[src/rtl/mm_result_scan.sv]
// mm_result_scan: sequences the result-select datapath.
// Drives the source select and clear strobe of the result/BCD block, then
// waits for its update pulse. In auto mode it rotates through the enabled
// sources with a programmable dwell; in manual mode it follows the switches.
module mm_result_scan #(
  parameter int DWELL_CYC   = 50000000,
  parameter int TIMEOUT_CYC = 1000000,
  parameter int CNT_W       = 32
) (
  input  logic       clk,
  input  logic       rst,
  input  logic       auto_en_i,
  input  logic [1:0] man_sel_i,
  input  logic       step_i,
  input  logic [3:0] src_mask_i,
  input  logic       res_update_i,
  output logic [1:0] sel_o,
  output logic       clr_o,
  output logic       valid_o,
  output logic       timeout_o,
  output logic [1:0] state_o
);

  typedef enum logic [1:0] {
    ST_CLEAR = 2'd0,
    ST_WAIT  = 2'd1,
    ST_DWELL = 2'd2
  } state_t;

  localparam logic [CNT_W-1:0] CNT_ZERO   = CNT_W'(0);
  localparam logic [CNT_W-1:0] CNT_ONE    = CNT_W'(1);
  localparam logic [CNT_W-1:0] TMO_LAST   = CNT_W'(TIMEOUT_CYC - 1);
  localparam logic [CNT_W-1:0] DWELL_LAST = CNT_W'(DWELL_CYC - 1);

  // Next enabled source after cur, scanning cur+1, cur+2, cur+3 (mod 4).
  // Result is {found, index}; the current source itself is never chosen.
  function automatic logic [2:0] find_next(input logic [1:0] cur,
                                           input logic [3:0] mask);
    logic [2:0] res;
    logic [1:0] cand;
    res = 3'b000;
    // Walk from farthest to nearest so the nearest enabled source wins.
    for (int i = 3; i >= 1; i--) begin
      cand = cur + 2'(i);
      if (mask[cand]) begin
        res = {1'b1, cand};
      end
    end
    return res;
  endfunction

  state_t           state_r, state_s;
  logic [CNT_W-1:0] cnt_r, cnt_s;
  logic [1:0]       sel_r, sel_s;
  logic             clr_r, clr_s;
  logic             valid_r, valid_s;
  logic             tmo_r, tmo_s;
  logic [2:0]       nxt_s;

  assign sel_o     = sel_r;
  assign clr_o     = clr_r;
  assign valid_o   = valid_r;
  assign timeout_o = tmo_r;
  assign state_o   = state_r;

  // Next-state and next-output logic; every register's next value is decided here.
  always_comb begin
    state_s = state_r;
    cnt_s   = cnt_r;
    sel_s   = sel_r;
    clr_s   = 1'b0;
    valid_s = valid_r;
    tmo_s   = 1'b0;
    nxt_s   = find_next(sel_r, src_mask_i);

    case (state_r)
      ST_CLEAR: begin
        // Reset parks here with the strobe not yet issued; the first edge
        // out of reset issues it, so every CLEAR cycle carries clr_o=1.
        cnt_s   = CNT_ZERO;
        valid_s = 1'b0;
        if (clr_r) begin
          state_s = ST_WAIT;
        end else begin
          state_s = ST_CLEAR;
          clr_s   = 1'b1;
        end
      end

      ST_WAIT: begin
        cnt_s = cnt_r + CNT_ONE;
        if (!auto_en_i && (man_sel_i != sel_r)) begin
          // A switch change outranks an update arriving in the same cycle.
          sel_s   = man_sel_i;
          state_s = ST_CLEAR;
          clr_s   = 1'b1;
          valid_s = 1'b0;
          cnt_s   = CNT_ZERO;
        end else if (res_update_i) begin
          valid_s = 1'b1;
          cnt_s   = CNT_ZERO;
          state_s = ST_DWELL;
        end else if (cnt_r == TMO_LAST) begin
          // Give up waiting but keep the display blanked.
          tmo_s   = 1'b1;
          cnt_s   = CNT_ZERO;
          state_s = ST_DWELL;
        end else begin
          state_s = ST_WAIT;
        end
      end

      ST_DWELL: begin
        if (!auto_en_i) begin
          // Counter held at zero so a switch to auto starts a fresh dwell.
          cnt_s = CNT_ZERO;
          if (man_sel_i != sel_r) begin
            sel_s   = man_sel_i;
            state_s = ST_CLEAR;
            clr_s   = 1'b1;
            valid_s = 1'b0;
          end else begin
            state_s = ST_DWELL;
          end
        end else begin
          cnt_s = cnt_r + CNT_ONE;
          if (step_i || (cnt_r == DWELL_LAST)) begin
            cnt_s = CNT_ZERO;
            if (nxt_s[2]) begin
              sel_s   = nxt_s[1:0];
              state_s = ST_CLEAR;
              clr_s   = 1'b1;
              valid_s = 1'b0;
            end else begin
              // Nothing else enabled: keep showing the current source.
              state_s = ST_DWELL;
            end
          end else begin
            state_s = ST_DWELL;
          end
        end
      end

      default: begin
        // Unused encoding: recover through a fresh clear.
        state_s = ST_CLEAR;
        cnt_s   = CNT_ZERO;
        valid_s = 1'b0;
      end
    endcase
  end

  // State, counter and output registers with synchronous reset.
  always_ff @(posedge clk) begin
    if (rst) begin
      state_r <= ST_CLEAR;
      cnt_r   <= CNT_ZERO;
      sel_r   <= 2'd0;
      clr_r   <= 1'b0;
      valid_r <= 1'b0;
      tmo_r   <= 1'b0;
    end else begin
      state_r <= state_s;
      cnt_r   <= cnt_s;
      sel_r   <= sel_s;
      clr_r   <= clr_s;
      valid_r <= valid_s;
      tmo_r   <= tmo_s;
    end
  end

endmodule

[config.mk]
export PLATFORM = sky130hd
export DESIGN_NAME = mm_result_scan
export DESIGN_NICKNAME = d
export VERILOG_FILES = /design/src/rtl/mm_result_scan.sv
export SDC_FILE = /design/constraint.sdc
export NUM_CORES = 1
export LEC_CHECK = 0
export BUFFER_PORTS_ARGS = -buffer_cell sky130_fd_sc_hd__buf_2
export CORE_UTILIZATION = 60
export CTS_CLUSTER_DIAMETER = 100
export DETAILED_ROUTE_END_ITERATION = 7
export GPL_TIMING_DRIVEN = 0
export PLACE_DENSITY = 0.8
export SETUP_SLACK_MARGIN = 0.5
export SYNTH_ARGS = -nofsm -noshare
export SYNTH_HDL_FRONTEND = slang
export SYNTH_SLANG_ARGS = --single-unit
[constraint.sdc]
create_clock -name clk -period 2.25 [get_ports clk]
set_input_delay 0.1125 -clock clk [delete_from_list [all_inputs] [get_ports clk]]
set_output_delay 0.1125 -clock clk [all_outputs]
set_load 0.005 [all_outputs]
==> out/qor.json <==
{
  "layout": {
    "fin_nets": 295,
    "layout-drive-gt1-share": 0.454,
    "final_util": 0.787,
    "antenna_cells": 0,
    "multiInputGateArea_um2": 1530,
    "area_growth_syn_to_layout_pct": 24.8,
    "seq_area_um2": 811,
    "final_instance_count_excl_fillers": 328,
    "n_fill_cell": 234
  },
  "cts": {
    "clock-root-buffer": "clkbuf_8",
    "cts_sinks": 39,
    "cts.hold.buffers_added": 0,
    "clock_latency_ps": 300,
    "numCtsBuffers": 5,
    "ctsLongestPathBuffers": 2,
    "clock_pin_slew_worst_setup_and_hold_paths_ps": 80,
    "cts_tree": "done",
    "cts-htree-levels": 2
  },
  "placed_design": {
    "port-buffer-count": 16,
    "post-place-cells": 302,
    "gp_congestion": 0.831,
    "post-dp-hpwl_um": 3150
  },
  "worst_setup_path": {
    "critical_path.n_buffers_inverters": 2,
    "cp-end-kind": "flip-flop",
    "worst_path_largest_cell_delay_ps": 460,
    "worst_ep_arrival_time_ps": 2310,
    "criticalPathCategory": "reg2reg",
    "critPathLaunchType": "flip-flop",
    "cpLargestDelayFamily": "compound AO/OA/AOI/OAI gates",
    "worst_path_most_repeated_cell": "and4_4",
    "critical-path-slowest-cell": "a211o_4",
    "crit_fanout": 8,
    "crit_required_ps": 2490,
    "cells_along_the_critical_path": "and4_4, and4_4, buf_6, a311oi_4, nand2_1, a211o_4, clkbuf_16, nor2_4"
  },
  "drt": {
    "vias": 1897,
    "detail_route.drc_violations": 0,
    "vias_per_cell": 5.78,
    "first_pass_iters": 4,
    "wl_per_cell_um": 16.0,
    "final_antenna_net_count": 0,
    "routed_wl_um": 5260,
    "drt_iter0_markers": 125
  },
  "power": {
    "vdd_drop_max_v": 0.000439,
    "pleak_nw": 1.03,
    "pwr_density_cell_nw_per_um2": 516
  },
  "timing": {
    "finalHoldViolCount": 0,
    "timing.final.max_slew_violations": 0,
    "slew-limit-headroom": 0.714,
    "finalCriticalPeriod_ps": 2070,
    "worstMarginPinSlew_ps": 429,
    "min_period_over_period": 0.920,
    "hold_slack_ps": 78.6,
    "finalClockSkew_ps": 9.48,
    "fin_setup_tns_ps": 0,
    "max_freq_mhz": 483,
    "final-setup-viol-count": 0,
    "rsz0062_at_grt": "yes"
  },
  "synthesis": {
    "synth.yosys.warnings": 0,
    "ys.flop_type": "dfxtp_1",
    "synthArstFlopShare": 0,
    "synthesis.area_per_instance_um2": 9.85,
    "synth-edff-count": 0,
    "post_synth_instance_area_um2": 2340,
    "seq_area_frac_synth": 0.333,
    "postSynthRegisterBits": 39,
    "mappedNetlistNets": 254,
    "yosysUniqueCellTypes": 49,
    "postSynthCellCount": 238
  },
  "grt": {
    "grt.total_usage": 0.243,
    "grt_remaining_overflow": 0,
    "via_count_of_the_first_global_routing_pass": 1794,
    "antenna_found_initial": 0,
    "pin_count_of_the_biggest_net_entering_global_routing": 13,
    "grt_pass1_wl_um": 7870
  },
  "floorplanning": {
    "area_enclosed_by_the_die_boundary_um2": 4160,
    "chipWidth_um": 64.5,
    "floorplan.io_pins": 18,
    "fp.coreArea_um2": 3720,
    "rows": 22,
    "chip_height_um": 64.5,
    "effective_utilization_at_floorplan": 0.631
  },
  "status": {
    "run_status": "completed"
  },
  "run": {
    "max_cap_violations": 0
  },
  "worst_hold_path": {
    "worstHoldPathType": "in2reg"
  }
}
==> placed cells by master, fill, tap and decap left out, types with 4 or more instances in the layout <==
master    instances
nor2_4           29
dfxtp_2          21
nand2_1          20
dfxtp_1          17
xor2_1           16
buf_2            16
buf_4            15
xnor2_1          13
nor2_1           11
inv_1            10
nand3_1          10
and3_1            8
nand4_1           6
clkbuf_8          6
nor4_1            5
and4_1            5
a211oi_1          4
ha_1              4
==> synth_stat cells (3+ instances only) <==
library cell	n	area (um2)
nor2_4	28	315
and4_1	5	43.8
nand2_1	20	75.1
xnor2_1	13	114
nor4_1	5	31.3
nand4_1	6	37.5
nor2_1	11	41.3
a211oi_1	4	30.0
nand3_1	11	55.1
buf_12	3	60.1
and3_1	9	56.3
nor4b_1	3	26.3
xor2_1	17	149
ha_1	5	62.6
nor3_1	4	20.0
inv_1	10	37.5
dfxtp_1	39	781
a21oi_1	6	30.0
==> layer usage <==
metal | up-vias | wire, um | GRT usage
li1 | 913 | - | -
met1 | 926 | 2140 | 0.283
met2 | 46 | 2850 | 0.438
met3 | 12 | 177 | 0.0458
met4 | 0 | 99 | 0.0861
met5 | - | 0 | 0
==> cell type report <==
cell class	instances	area share
multi-input cells	181	0.522
flip-flops and latches	39	0.277
repair buffers	34	0.0924
plain buffers	8	0.0351
clock buffers	6	0.0282
well taps	48	0.0205
inverters	10	0.0128
clock inverters	2	0.0120
==> flip-flops by register name, summed over array words and instances (netlist names) <==
| name | cells |
|---|---|
| sel_o | 2 |
| state_o | 2 |
| cnt_r | 32 |
| clr_o | 1 |
| timeout_o | 1 |
| valid_o | 1 |
==> repair_timing <==
action | CTS | global route
pin swaps | 6 | 4
buffers inserted | 11 | 4
cloned | 1 | 2
gates resized for setup | 27 | 9
endpoints found under the setup margin | 37 | 37
==> kinds of logic (layout without fill, tap and decap cells) <==
logic type	after synthesis	after routing	synth area share
compound gates	25	25	0.0897
flops	39	39	0.333
buf+inv	18	60	0.0561
simple gates	118	118	0.364
xor+xnor	32	32	0.126
mux	1	1	0.00480
fa+ha+maj	5	5	0.0267
==> final timing paths <==
kind	start	endpoint	cells after the start	slack [ps]
worst max register to register	cnt_r[3]	cnt_r[3]	8	180
worst max-delay path	cnt_r[3]	cnt_r[3]	8	180
worst min-delay path	res_update_i	timeout_o	2	80
worst min register to register	cnt_r[0]	cnt_r[0]	1	460
==> report_power, final <==
| part | internal, mW | switching, mW | total, mW |
|---|---|---|---|
| combinational | 0.0895 | 0.0994 | 0.189 |
| clock | 0.359 | 0.251 | 0.610 |
| sequential | 0.701 | 0.00906 | 0.710 |
| total | 1.15 | 0.360 | 1.51 |
==> through the flow <==
stage	area (um2)	total power [mW]	setup slack (ps)
6_report	2920	1.51	180
5_1_grt	2920	1.57	131
2_1_floorplan	2370	0.840	364
3_3_place_gp	2510	0.879	217
4_1_cts	2810	1.49	249
3_5_place_dp	2510	0.885	171
(Power assumes the default switching activity.)
